--- config.mk ---
export PLATFORM = sky130hd
export DESIGN_NAME = priority_mux_n
export DESIGN_NICKNAME = d
export VERILOG_FILES = /design/src/rtl/prio_pkg.sv /design/src/rtl/chan_capture.sv /design/src/rtl/priority_mux_n.sv
export SDC_FILE = /design/constraint.sdc
export NUM_CORES = 1
export LEC_CHECK = 0
export CORE_MARGIN = 1.5
export CORE_UTILIZATION = 54
export DETAILED_ROUTE_END_ITERATION = 16
export PLACE_DENSITY = 0.92
export SLEW_MARGIN = 10
export SYNTH_ARGS = -nofsm -noshare
export SYNTH_HDL_FRONTEND = slang
export SYNTH_SLANG_ARGS = --single-unit
export TNS_END_PERCENT = 20
--- constraint.sdc ---
create_clock -name clk -period 2.9 [get_ports clk]
set_clock_uncertainty 0.1 [all_clocks]
set_input_delay 0.58 -clock clk [delete_from_list [all_inputs] [get_ports clk]]
set_output_delay 0.58 -clock clk [all_outputs]
set_load 0.01 [all_outputs]
--- src/rtl/prio_pkg.sv ---
// ---------------------------------------------------------------------------
// prio_pkg
// Shared definitions for the display priority selector:
//   N_CH_DEF / W_DEF : default channel count and magnitude width
//   state_t          : selector FSM states (IDLE, SHOW)
//   chan_lsb()       : LSB position of a channel inside the packed din bus
// ---------------------------------------------------------------------------
package prio_pkg;

    localparam int N_CH_DEF = 3;
    localparam int W_DEF    = 16;

    typedef enum logic {
        IDLE = 1'b0,
        SHOW = 1'b1
    } state_t;

    // Channel ch occupies din[ch*w +: w].
    function automatic int chan_lsb(input int ch, input int w);
        return ch * w;
    endfunction

endpackage

--- src/rtl/chan_capture.sv ---
// ---------------------------------------------------------------------------
// chan_capture
// One source channel: registers the ready level, detects its rising edge and
// captures magnitude/sign on that edge, raising a sticky flag.
// Ports:
//   clk      in  system clock
//   rst      in  synchronous reset, active-low (also clears rdy_q)
//   clear_i  in  drop capture and flag; rdy_q keeps tracking rdy_i
//   rdy_i    in  producer ready level
//   din_i    in  channel magnitude
//   sign_i   in  channel sign (1 = negative)
//   mag_o    out captured magnitude
//   sgn_o    out captured sign
//   flag_o   out channel holds a captured value
// ---------------------------------------------------------------------------
module chan_capture
    import prio_pkg::*;
#(
    parameter int W = W_DEF
) (
    input  logic         clk,
    input  logic         rst,
    input  logic         clear_i,
    input  logic         rdy_i,
    input  logic [W-1:0] din_i,
    input  logic         sign_i,
    output logic [W-1:0] mag_o,
    output logic         sgn_o,
    output logic         flag_o
);

    logic         rdy_q;
    logic [W-1:0] mag_q;
    logic         sgn_q;
    logic         flag_q;
    logic         rise;

    assign rise = rdy_i & ~rdy_q;

    always_ff @(posedge clk) begin
        if (!rst) begin
            rdy_q  <= 1'b0;
            mag_q  <= '0;
            sgn_q  <= 1'b0;
            flag_q <= 1'b0;
        end else begin
            // rdy_q tracks the level even during clear so a level held high
            // across clear cannot produce a late capture.
            rdy_q <= rdy_i;
            if (clear_i) begin
                mag_q  <= '0;
                sgn_q  <= 1'b0;
                flag_q <= 1'b0;
            end else if (rise) begin
                mag_q  <= din_i;
                sgn_q  <= sign_i;
                flag_q <= 1'b1;
            end
        end
    end

    assign mag_o  = mag_q;
    assign sgn_o  = sgn_q;
    assign flag_o = flag_q;

endmodule

--- src/rtl/priority_mux_n.sv ---
// ---------------------------------------------------------------------------
// priority_mux_n
// Captures N_CH sign-magnitude channels on the rising edge of their ready
// levels and drives the display with the highest-index captured channel,
// registered one cycle after capture, plus index, valid and update strobe.
// Ports:
//   clk        in  system clock
//   rst        in  synchronous reset, active-low
//   clear      in  start new operation; drops all captured channels
//   din        in  packed channel magnitudes, channel i = din[i*W +: W]
//   sign_in    in  channel signs (1 = negative)
//   rdy        in  per-channel ready levels
//   dout       out displayed magnitude
//   sign_out   out displayed sign
//   sel_idx    out index of displayed channel
//   dout_valid out at least one channel captured
//   upd        out one-cycle pulse when dout/sign_out/sel_idx changed
// ---------------------------------------------------------------------------
module priority_mux_n
    import prio_pkg::*;
#(
    parameter int N_CH  = N_CH_DEF,
    parameter int W     = W_DEF,
    parameter int IDX_W = (N_CH > 1) ? $clog2(N_CH) : 1
) (
    input  logic              clk,
    input  logic              rst,
    input  logic              clear,
    input  logic [N_CH*W-1:0] din,
    input  logic [N_CH-1:0]   sign_in,
    input  logic [N_CH-1:0]   rdy,
    output logic [W-1:0]      dout,
    output logic              sign_out,
    output logic [IDX_W-1:0]  sel_idx,
    output logic              dout_valid,
    output logic              upd
);

    logic [W-1:0]     cap_mag [N_CH];
    logic [N_CH-1:0]  cap_sgn;
    logic [N_CH-1:0]  flag;

    for (genvar g = 0; g < N_CH; g++) begin : g_chan
        localparam int LSB = chan_lsb(g, W);
        chan_capture #(
            .W(W)
        ) u_cap (
            .clk     (clk),
            .rst     (rst),
            .clear_i (clear),
            .rdy_i   (rdy[g]),
            .din_i   (din[LSB +: W]),
            .sign_i  (sign_in[g]),
            .mag_o   (cap_mag[g]),
            .sgn_o   (cap_sgn[g]),
            .flag_o  (flag[g])
        );
    end

    // Winner selection: ascending scan so the highest flagged index wins.
    // With no flags the winner is all-zero, which keeps IDLE outputs at 0.
    logic [W-1:0]     mag_d;
    logic             sgn_d;
    logic [IDX_W-1:0] idx_d;
    logic             any_flag;
    logic             changed_d;

    always_comb begin
        mag_d = '0;
        sgn_d = 1'b0;
        idx_d = '0;
        for (int i = 0; i < N_CH; i++) begin
            if (flag[i]) begin
                mag_d = cap_mag[i];
                sgn_d = cap_sgn[i];
                idx_d = IDX_W'(i);
            end
        end
    end

    assign any_flag = |flag;

    logic [W-1:0]     dout_q;
    logic             sign_q;
    logic [IDX_W-1:0] idx_q;
    logic             valid_q;
    logic             upd_q;
    state_t           state_q;

    assign changed_d = (mag_d != dout_q) || (sgn_d != sign_q) || (idx_d != idx_q);

    always_ff @(posedge clk) begin
        if (!rst || clear) begin
            state_q <= IDLE;
            dout_q  <= '0;
            sign_q  <= 1'b0;
            idx_q   <= '0;
            valid_q <= 1'b0;
            upd_q   <= 1'b0;
        end else begin
            dout_q <= mag_d;
            sign_q <= sgn_d;
            idx_q  <= idx_d;
            upd_q  <= changed_d;
            case (state_q)
                IDLE: begin
                    valid_q <= any_flag;
                    if (any_flag) begin
                        state_q <= SHOW;
                    end
                end
                SHOW: begin
                    valid_q <= 1'b1;
                end
            endcase
        end
    end

    assign dout       = dout_q;
    assign sign_out   = sign_q;
    assign sel_idx    = idx_q;
    assign dout_valid = valid_q;
    assign upd        = upd_q;

endmodule

==> metrics.txt <==
worst-margin pin slew 0.833 ns; initial antenna violation count 0; unrepaired setup endpoints after global routing false; GRT Total Usage 0.287; Mapped Cells 462; Leakage 1.62 nW; post-route design area 4550 um^2; R2R depth 6; vias per cell 5.82; Resized cells post-CTS 0; Startpoint Class flip-flop; slowest cell on the critical path dfxtp_1; Setup TNS 0 ns; critical path data arrival time 2.32 ns; initial DRC count 357; clk_lat worst skew 0.35 ns; DPL Wire Length 7240 um; status finished, final reports clean; Cell Chain, Critical Path nor2b_1 > a22o_1 > o221a_1 > o21ai_1 > nor4_1 > a41oi_1; Synth warnings 0; CTS sink count 78; largest net degree at the start of global routing 42; Vias 3564; GP Congestion 0.936; Crit. End Element flip-flop; Hold Buf Count CTS 0; initial core utilization 0.557; Place WS 0.521 ns; Post-synth ARST share 0; Mapped Area 3540 um^2; DRT antenna net count 0; DRC 0; Hold Slack 0.358 ns; final max-slew violation count 0; CTS tree done; pwr dens 486 nW/um^2; Worst Hold Depth 2; post-synthesis net count 519; classification of the worst setup path flip-flop to flip-flop; syn avg cell area 7.65 um^2; DR pass1 iterations 7; total CTS buffers 9; postcts setup bufs 0; final hold vios 0; ranking of synthesized cells by area dfxtp_1 44%, nand2_1 12%, a21oi_1 9.2%, nor2_1 2.9%, clkbuf_1 2.1%; clock tree root driver cell clkbuf_8; GRT overflow 0; DP Area 4350 um^2; relative slew slack 0.445; Req. time, crit path 2.99 ns; Distinct cells, synth 51; Min Clock Period, post-route 2.23 ns; critical path fanouts, max 10; total power 0.00221 W; top cell type's share of synthesized area 0.442; Peak VDD IR 0.394 mV; DR WL/cell 16.2 um; die span in x 83.9 um; min-delay worst type flip-flop to flip-flop; # rows 29; IO Count 78; layout net count 587; total of max-cap violations 0; final wirelength 9880 um; crit share post-route 0.768; layout cells sized above 1 0.0617; Die Height 83.9 um; delay of the slowest cell on the worst path 0.61 ns; die area 7040 um^2; vias in the first global route 3340; post-synthesis register bit count 78; area of the core 6350 um^2; fmax 0.449 GHz; post-synth top area cell dfxtp_1; Area growth syn-to-layout 28.6%; register area share after synthesis 0.442; n_diodes 0; global-route wire length before repair 15900 um; clock-pin slew on the worst setup and hold paths 0.08 ns; number of enable flip-flop cells after synthesis 0; Longest Clk Path Bufs 2; Synth Flop Type dfxtp_1; buffers added on ports 77; setup ws final 0.674 ns; H-Tree Level Count 3; final setup fails 0
critical path: cells and delay by family, from the launching register on:
| family | cells | cell delay (ns) |
|---|---|---|
| DFF | 1 | 0.61 |
| AOI/OAI and AO/OA | 4 | 0.64 |
| and+or+nand+nor | 2 | 0.71 |
synth_stat cells (5+ instances only):
library cell  count
a221oi_1          7
clkbuf_1         20
inv_1            18
o22ai_1          10
nor3_1            8
buf_2             7
dfxtp_1          78
nand2_1         116
a21oi_1          65
nor2_1           27
xor2_1            8
o21ai_0           9
nand2b_1          5
nor4_1            5
nor2b_1           8
xnor2_1           6
final timing paths:
path	from	to	slack, ns
setup / recovery	g_chan[0].u_cap.flag_o$_SDFFE_PP0P_	upd$_SDFF_PP0_	0.67
hold / removal	g_chan[2].u_cap.mag_o[7]$_SDFFE_PP0P_	g_chan[2].u_cap.mag_o[7]$_SDFFE_PP0P_	0.36
setup reg to reg	g_chan[0].u_cap.flag_o$_SDFFE_PP0P_	upd$_SDFF_PP0_	0.67
hold reg to reg	g_chan[2].u_cap.mag_o[7]$_SDFFE_PP0P_	g_chan[2].u_cap.mag_o[7]$_SDFFE_PP0P_	0.36
layout make-up:
type	count	area (um^2)
clock buffers	10	138
clock inverters	6	61.3
fillers	504	1800
inverters	19	73.8
multi-input cells	332	1750
flip-flops and latches	78	1560
well taps	77	96.3
repair buffers	90	868
routing by layer:
layer  vias up  wire, um  GRT usage
met3        29       821     0.0663
li1       1718         -          -
met4         0       298      0.139
met5         -         0          0
met1      1618      4190      0.374
met2       199      4570      0.448
flip-flops by register name, indices dropped and copies added (netlist names):
name and flops:
sel_idx 2, g_chan.u_cap.rdy_q 3, upd 1, sign_out 1
g_chan.u_cap.mag_o 48, dout 16, dout_valid 1, g_chan.u_cap.flag_o 3
g_chan.u_cap.sgn_o 3
cells by family after synthesis:
kind of cell,share of synthesized area
AO/OA/AOI/OAI,0.220
XOR/XNOR,0.0347
buffers and inverters,0.0648
flip-flops,0.442
multiplexers,0.00566
AND/OR/NAND/NOR,0.233
placed cells by master (no fill, tap or decap), types with 4 or more instances in the layout:
master           count
o221ai_1             4
xor2_1               8
nor2_1              27
nand2_1            116
nor2b_1              8
buf_4               13
nor4_1               5
o21ai_0              9
a22o_1               4
and2_1               4
clkdlybuf4s50_1     77
nand2b_1             4
o21ai_1              4
a21oi_1             65
xnor2_1              6
nor3_1               8
nand3_1              4
inv_1               18
o22ai_1             10
a221oi_1             7
clkbuf_8            10
dfxtp_1             78
per-stage QoR:
stage / std cells / utilization
CTS: 612 / 0.716
detailed placement: 596 / 0.685
global placement: 596 / 0.685
finish: 612 / 0.716
floorplan: 462 / -
global route: 612 / 0.716
report_power, final:
part	internal (W)	switching (W)
Clock	0.000417	0.000388
Combinational	0.000137	0.000132
Sequential	0.00110	0.0000331
Total	0.00166	0.000552
Power figures use the tool's default switching activity.
